File: config.mk
export PLATFORM = sky130hd
export DESIGN_NAME = zymason_scan_mux
export DESIGN_NICKNAME = d
export VERILOG_FILES = /design/src/rtl/zymason_scan_mux.sv
export SDC_FILE = /design/constraint.sdc
export NUM_CORES = 1
export LEC_CHECK = 0
export BUFFER_PORTS_ARGS = -buffer_cell sky130_fd_sc_hd__buf_2
export CAP_MARGIN = 20
export CORE_MARGIN = 1.5
export CORE_UTILIZATION = 25
export CTS_CLUSTER_SIZE = 12
export DETAILED_ROUTE_END_ITERATION = 10
export PLACE_DENSITY = 0.5
export SLEW_MARGIN = 0
export SYNTH_ARGS = -nofsm -noshare
export SYNTH_HDL_FRONTEND = slang
export SYNTH_SLANG_ARGS = --single-unit
File: constraint.sdc
create_clock -name clock -period 6.16 [get_ports clock]
set_clock_uncertainty 0.2 [all_clocks]
set_input_delay 0.616 -clock clock [delete_from_list [all_inputs] [get_ports clock]]
set_output_delay 0.616 -clock clock [all_outputs]
set_load 0.01 [all_outputs]
File: src/rtl/zymason_scan_mux.sv
// ---------------------------------------------------------------------------
// zymason_scan_mux
//
// Time-multiplexed seven-segment display scanner. Each digit gets a slot made
// of an all-off BLANK phase (anti-ghosting) followed by a SHOW phase of
// 2^DWELL_W cycles. Inside SHOW the segments are PWM-dimmed using the top
// three bits of the dwell counter against the brightness level, and digits
// flagged in blink_mask go dark for half of every 64-frame period.
//
// Parameters
//   NUM_DIGITS  number of multiplexed digits
//   DWELL_W     SHOW phase length is 2^DWELL_W cycles (must be >= 3)
//   BLANK_CYC   all-off cycles before each digit (must be >= 1)
//
// Ports
//   clock       single clock, rising edge
//   reset       synchronous, active-high; overrides en
//   en          scan enable; dropping it returns to IDLE on the next edge
//   digits      packed segment patterns, digit i at [7i+6:7i], bit 0 = seg a
//   bright      brightness 0..7 (7 = always lit, 0 = 1/8 duty)
//   blink_mask  1 = that digit blinks
//   seg         registered segment drive, active-high
//   an          registered digit select, one-hot or all-zero
//   frame_done  one-cycle pulse at the start of each frame after the first
// ---------------------------------------------------------------------------
module zymason_scan_mux #(
  parameter int unsigned NUM_DIGITS = 4,
  parameter int unsigned DWELL_W    = 8,
  parameter int unsigned BLANK_CYC  = 4
) (
  input  logic                    clock,
  input  logic                    reset,
  input  logic                    en,
  input  logic [7*NUM_DIGITS-1:0] digits,
  input  logic [2:0]              bright,
  input  logic [NUM_DIGITS-1:0]   blink_mask,
  output logic [6:0]              seg,
  output logic [NUM_DIGITS-1:0]   an,
  output logic                    frame_done
);

  localparam int unsigned IDX_W   = (NUM_DIGITS > 1) ? $clog2(NUM_DIGITS) : 1;
  localparam int unsigned BLANK_W = (BLANK_CYC > 1) ? $clog2(BLANK_CYC) : 1;

  localparam logic [IDX_W-1:0]   LAST_IDX   = IDX_W'(NUM_DIGITS - 1);
  localparam logic [BLANK_W-1:0] LAST_BLANK = BLANK_W'(BLANK_CYC - 1);

  typedef enum logic [1:0] {
    IDLE  = 2'd0,
    BLANK = 2'd1,
    SHOW  = 2'd2
  } state_t;

  state_t               state_q, state_d;
  logic [IDX_W-1:0]     index_q, index_d;
  logic [DWELL_W-1:0]   dwell_q, dwell_d;
  logic [BLANK_W-1:0]   blank_q, blank_d;
  logic [5:0]           frame_q, frame_d;
  logic [6:0]           shadow_q, shadow_d;
  logic                 frame_done_d;

  logic [6:0]           slot_digit;
  logic [NUM_DIGITS-1:0] an_onehot;
  logic                 blink_sel;
  logic                 dark;
  logic                 lit;
  logic [6:0]           seg_d;
  logic [NUM_DIGITS-1:0] an_d;

  // Pattern of the digit whose slot is currently running; captured into the
  // shadow register when BLANK hands over to SHOW.
  always_comb begin
    slot_digit = '0;
    for (int i = 0; i < NUM_DIGITS; i++) begin
      if (index_q == IDX_W'(i)) begin
        slot_digit = digits[7*i +: 7];
      end
    end
  end

  // Next-state logic. en low collapses everything back to IDLE but leaves the
  // frame counter alone so the blink phase survives a pause.
  always_comb begin
    state_d      = state_q;
    index_d      = index_q;
    dwell_d      = dwell_q;
    blank_d      = blank_q;
    frame_d      = frame_q;
    shadow_d     = shadow_q;
    frame_done_d = 1'b0;

    if (!en) begin
      state_d = IDLE;
      index_d = '0;
      dwell_d = '0;
      blank_d = '0;
    end else begin
      unique case (state_q)
        IDLE: begin
          state_d = BLANK;
          index_d = '0;
          dwell_d = '0;
          blank_d = '0;
        end
        BLANK: begin
          if (blank_q == LAST_BLANK) begin
            state_d  = SHOW;
            dwell_d  = '0;
            shadow_d = slot_digit;
          end else begin
            blank_d = blank_q + BLANK_W'(1);
          end
        end
        SHOW: begin
          if (&dwell_q) begin
            state_d = BLANK;
            blank_d = '0;
            dwell_d = '0;
            if (index_q == LAST_IDX) begin
              // Wrap to digit 0 closes a frame; the pulse lands on the first
              // BLANK cycle of the new frame. Entry from IDLE never gets here,
              // so the first frame after enabling produces no pulse.
              index_d      = '0;
              frame_d      = frame_q + 6'd1;
              frame_done_d = 1'b1;
            end else begin
              index_d = index_q + IDX_W'(1);
            end
          end else begin
            dwell_d = dwell_q + DWELL_W'(1);
          end
        end
        default: begin
          state_d = IDLE;
          index_d = '0;
          dwell_d = '0;
          blank_d = '0;
        end
      endcase
    end
  end

  // Output decode works on the *next* state so the registered outputs line
  // up with the state they describe instead of lagging it by a cycle.
  always_comb begin
    an_onehot = '0;
    blink_sel = 1'b0;
    for (int i = 0; i < NUM_DIGITS; i++) begin
      if (index_d == IDX_W'(i)) begin
        an_onehot[i] = 1'b1;
        blink_sel    = blink_mask[i];
      end
    end
  end

  always_comb begin
    dark  = frame_d[5] & blink_sel;
    lit   = (dwell_d[DWELL_W-1 -: 3] <= bright);
    seg_d = '0;
    an_d  = '0;
    if (state_d == SHOW && !dark) begin
      an_d = an_onehot;
      if (lit) begin
        seg_d = shadow_d;
      end
    end
  end

  // Single state register; seg/an/frame_done come straight from flops so
  // there is no combinational path from any input to the display pins.
  always_ff @(posedge clock) begin
    if (reset) begin
      state_q    <= IDLE;
      index_q    <= '0;
      dwell_q    <= '0;
      blank_q    <= '0;
      frame_q    <= '0;
      shadow_q   <= '0;
      seg        <= '0;
      an         <= '0;
      frame_done <= 1'b0;
    end else begin
      state_q    <= state_d;
      index_q    <= index_d;
      dwell_q    <= dwell_d;
      blank_q    <= blank_d;
      frame_q    <= frame_d;
      shadow_q   <= shadow_d;
      seg        <= seg_d;
      an         <= an_d;
      frame_done <= frame_done_d;
    end
  end

endmodule

# ---- Word level (Yosys, flattened, before mapping)
# Cells that the tools add are included.
dict set report classes {
  magnitude_cmp 1
  n_addsub 4
  reduce_logical 12
  mux 35
  bitwise_logic 6
  eq_ne 13
}
# op n
set ops {}
lappend ops {{$mux W7} 7}
lappend ops {{$mux W6} 4}
lappend ops {{$mux W8} 3}
lappend ops {{$mux W2} 8}
lappend ops {{$pmux W8 S2} 1}
lappend ops {{$eq A2 B2 Y1 const B} 7}
lappend ops {{$reduce_and A11 Y1} 1}
lappend ops {{$mux W1} 9}
lappend ops {{$add A8 B1 Y8 const B} 1}
lappend ops {{$pmux W2 S2} 2}
lappend ops {{$reduce_and A8 Y1} 1}
lappend ops {{$add A6 B1 Y6 const B} 1}
lappend ops {{$eq A2 B1 Y1 const B} 3}
lappend ops {{$logic_not A2 Y1} 3}
lappend ops {{$ne A2 B2 Y1 const B} 3}
lappend ops {{$pmux W2 S3} 1}
lappend ops {{$not A1 Y1} 5}
lappend ops {{$add A2 B1 Y2 const B} 2}
lappend ops {{$reduce_or A2 Y1} 2}
lappend ops {{$reduce_or A4 Y1} 1}
lappend ops {{$le A3 B3 Y1} 1}
lappend ops {{$reduce_or A3 Y1} 1}
lappend ops {{$reduce_and A2 Y1} 1}
lappend ops {{$and A1 B1 Y1} 1}
lappend ops {{2 further kinds} 2}
dict set report word_totals {
  register_bits 39
  in_bits 38
}

# ---- Logic depth before layout (Yosys ltp)
dict set report logic_depth {
  ltp_word 15
  depth_mapped 15
}

# ---- Worst setup path before layout
# No wires, ideal clock.
dict set report synth_timing {
  path_kind {register -> register}
  from {reg dwell_q[0]}
  to {reg seg[1]}
  path_buffers 0
  path_slack_ns 3.341
  t_arrival_ns 2.504
  stages_incl_launch_ff 12
  path_cell_list {dfxtp_1 -> ha_1 -> nand3_1 -> o21ai_0 -> o21ai_0 -> a22oi_1 -> nor2_1 -> ha_1 -> a21oi_1 -> a31oi_1 -> nor2_1 -> and3_1}
}
dict set report synth_between {
  word_cells_on_any_way 30
  classes_between {add/sub: 1; order compare: 1; eq/ne: 4; mux: 16; bitwise: 3; reduce/logical: 5}
}
# element line_no
set synth_lines {}
lappend synth_lines {{from (decl)} 56} ;# logic [DWELL_W-1:0] dwell_q, dwell_d;
lappend synth_lines {{from (signal assigned)} 185} ;# dwell_q <= dwell_d;
lappend synth_lines {{$add A8 B1 Y8 / $reduce_and A8 Y1 (equally long branches)} {130, 115}}
lappend synth_lines {{$mux W8 (*)} 115} ;# if (&dwell_q) begin
lappend synth_lines {{$pmux W8 S2 (*)} 98} ;# unique case (state_q)
lappend synth_lines {{$mux W8 (*)} 92} ;# if (!en) begin
lappend synth_lines {{via dwell_d[7]} 56}
lappend synth_lines {{$le A3 B3 Y1 (*)} 158} ;# lit = (dwell_d[DWELL_W-1 -: 3] <= bright);
lappend synth_lines {{$not A1 Y1 (no source line) (*)} --}
lappend synth_lines {{$reduce_or A3 Y1 (no source line) (*)} --}
lappend synth_lines {{to (signal assigned)} 189} ;# seg <= seg_d;
lappend synth_lines {{to (decl)} 37} ;# output logic [6:0] seg,
# The timed path passes the listed nets; every way through them passes the cells marked *.
# A chain may end at the register's enable or synchronous reset.

# ---- Worst setup path in the final report
# Ends and elaborated chain as after synthesis.

==> results.md <==
- Compound-cell area share of the yosys netlist: 19.6%
- Die width: 96.8 um
- Clk sinks: 39
- Leak: 1.14 nW
- Final Instance Area: 0.00265 mm^2
- Endpoints failing hold: 0
- Final worst-path cycle share: 53.2%
- Area after DPL: 0.00253 mm^2
- Main synth FF type: dfxtp_1
- Layout cells sized above 1: 24.3%
- Synth cell types: 52
- Worst skew pair latency: 0.29 ns
- Minimum clock period: 3.28 ns
- CP Launch Type: flip-flop
- Post-CTS Hold Buffers: 0
- CORE AREA: 0.00864 mm^2
- Outcome: finished clean
- Drt pass-1 iters: 4
- Fmax: 305 MHz
- Internal power: 388 uW
- CP Class: reg -> reg
- Total Power: 501 uW
- Psw: 113 uW
- Area growth from synthesis to layout: 20.3%
- Pwr dens: 189 mW/mm^2
- Worst vdd ir: 0.0822 mV
- Synth Net Count: 307
- # diodes: 0
- Number of fill cells in the layout: 926
- Worst Path Arrival: 3.27 ns
- Row Count: 34
- CP endpoint kind: flip-flop
- Die Y: 96.8 um
- Sw Ratio: 22.5%
- Final Slew Violations: 0
- Worst-path maximum fanout: 6
- DIE AREA: 0.00937 mm^2
- Synth cell count leaders: dfxtp_1 (39), nor2_1 (25), nand2_1 (21), nor2b_1 (21), ha_1 (14)
- Post-CTS setup buffers: 0
- Seq pwr share: 50.5%
- Rel. slew slack: 51.4%
- Mux cell area share after synthesis: 2.39%
- Starting Density: 25.5%
- Max Buffers Root-to-Sink: 2
- Largest family of logic cells by synthesized area: simple AND/OR/NAND/NOR gates
- Comb pwr share: 6.5%
- Wire length per cell: 13.2 um
- CTS Buf Count: 5
- CTS tree: done
- Tightest Hold Check Type: reg -> reg
- Slew @ Worst Pin: 0.725 ns
- First DRT Iteration DRCs: 64
- Post-synthesis simple-gate area fraction: 29.2%
- Post-synthesis sequential area ratio: 35.5%
- Vias per cell: 4.76
- Final antenna-violating net count: 0
- I/O pin total: 50
- RSZ-0062 raised after global routing: no
- First-pass GRT wire length: 9.27 mm
- # setup viols final: 0
- Ys async rst share: 0%
- Req. time, crit path: 6.15 ns
- #FFs+latches synth: 39
- Global route overflow: 0
- Gr usage total: 11.9%
- Yosys warns: 0
- Gpl congestion: 0.818
- Post-Synthesis Cells: 255
- Final hold slack: 0.305 ns
- Post-synth EDFFs: 0
- Port-buffer cells: 49
- Post-synthesis cell area: 0.00220 mm^2
- Synth area leader: dfxtp_1
- Synthesized-area fraction occupied by adder cells: 7.96%
- # nets final: 352
- # Max-Cap Violations: 0
- Vias after detailed routing: 1,946
- Count leader, synth: dfxtp_1
- Post-CTS Resized: 0
- Clock power frac: 43.1%
- Fin Setup TNS: 0 ns
- Clk root buf: clkbuf_8
- Final core utilization: 30.6%
- R2R depth: 11
- Largest net degree at the start of global routing: 20
- Final wirelength: 5.40 mm
- Vias in the first global route: 1,888
- Synth area leaders: dfxtp_1 (35%), ha_1 (8.0%), nor2b_1 (6.0%), nor2_1 (4.3%), nand2_1 (3.6%)
- Clock transition at path regs: 0.08 ns
- Post-synth top area share: 35.5%
- Post-Synth XOR/XNOR Area: 1.59%
- Detailed-route DRC error count: 0
- Initial antenna violation count: 0
- Hpwl dp: 4.12 mm
- CTS H-tree lvls: 2
- Avg Cell Area, Syn: 8.63 um^2
- Hold path depth: 2
## placed cells by master, fill, tap and decap left out, types with 2 or more instances in the layout
cell,count
a2111oi_2,2
a211oi_1,2
a21o_1,2
a21oi_1,12
a221oi_1,6
a22oi_1,3
a31oi_1,2
and3_1,7
buf_2,49
clkbuf_8,5
dfxtp_1,39
ha_1,14
inv_1,10
mux2_2,2
mux2i_1,3
nand2_1,21
nand2b_1,2
nand3_1,4
nand3b_1,3
nand4_1,7
nor2_1,25
nor2b_1,21
nor3_1,10
nor3_2,2
nor3b_1,2
nor4_1,2
o21ai_0,13
o31a_1,2
xor2_1,3
## worst max-delay path: stages, from the launching register on
cell     delay [ns]
dfxtp_1        0.37
ha_1           0.24
nand3_1        0.23
o21ai_0        0.58
o21ai_0        0.19
a22oi_1        0.24
nor2_1         0.08
ha_1           0.31
a21oi_1        0.06
a31oi_1        0.30
nor2_1         0.17
and3_1         0.21
## area by class of cell
cell class | count | area [um^2] | share of cell area, %
Multi-Input combinational cell | 195 | 1340 | 50.4
Inverter | 10 | 37.5 | 1.42
Timing Repair Buffer | 49 | 245 | 9.27
Clock inverter | 3 | 43.8 | 1.65
Clock buffer | 5 | 68.8 | 2.60
Sequential cell | 39 | 781 | 29.5
Tap cell | 108 | 135 | 5.11
## power groups by stage
stage / combinational (mW) / clock (mW) / sequential, mW
3_3_place_gp: 0.0325 / 0 / 0.259
3_5_place_dp: 0.0323 / 0 / 0.259
5_1_grt: 0.0367 / 0.235 / 0.253
6_report: 0.0323 / 0.216 / 0.253
2_1_floorplan: 0.0161 / 0 / 0.259
4_1_cts: 0.0327 / 0.226 / 0.253
## routing by layer
layer / GRT usage, % / wire (um)
met5: 0 / 0
met4: 2.90 / 67
met3: 2.82 / 305
met2: 20.3 / 2430
met1: 15.1 / 2600
## through the flow
step | instances | setup slack (ns)
2_1_floorplan | 255 | 3.34
3_3_place_gp | 401 | 2.99
3_5_place_dp | 401 | 2.92
4_1_cts | 409 | 2.89
5_1_grt | 409 | 2.57
6_report | 409 | 2.88
## kinds of logic after synthesis
| kind of cell | after synthesis |
|---|---|
| mux | 5 |
| fa+ha+maj | 14 |
| xor+xnor | 4 |
| buf+inv | 21 |
| compound gates | 57 |
| flops | 39 |
| simple gates | 115 |
## final timing paths
kind,startpoint,to,slack (ns)
setup / recovery,dwell_q[0],seg[1],2.88
setup reg to reg,dwell_q[0],seg[1],2.88
hold / removal,blank_q[1],blank_q[1],0.30
hold reg to reg,blank_q[1],blank_q[1],0.30
## flip-flops by register name, summed over array words and instances, names as in the netlist
name / cells
an: 4
shadow_q: 7
index_q: 2
frame_done: 1
dwell_q: 8
frame_q: 6
state_q: 2
seg: 7
blank_q: 2
No activity file was read; power rests on OpenSTA's default activity.
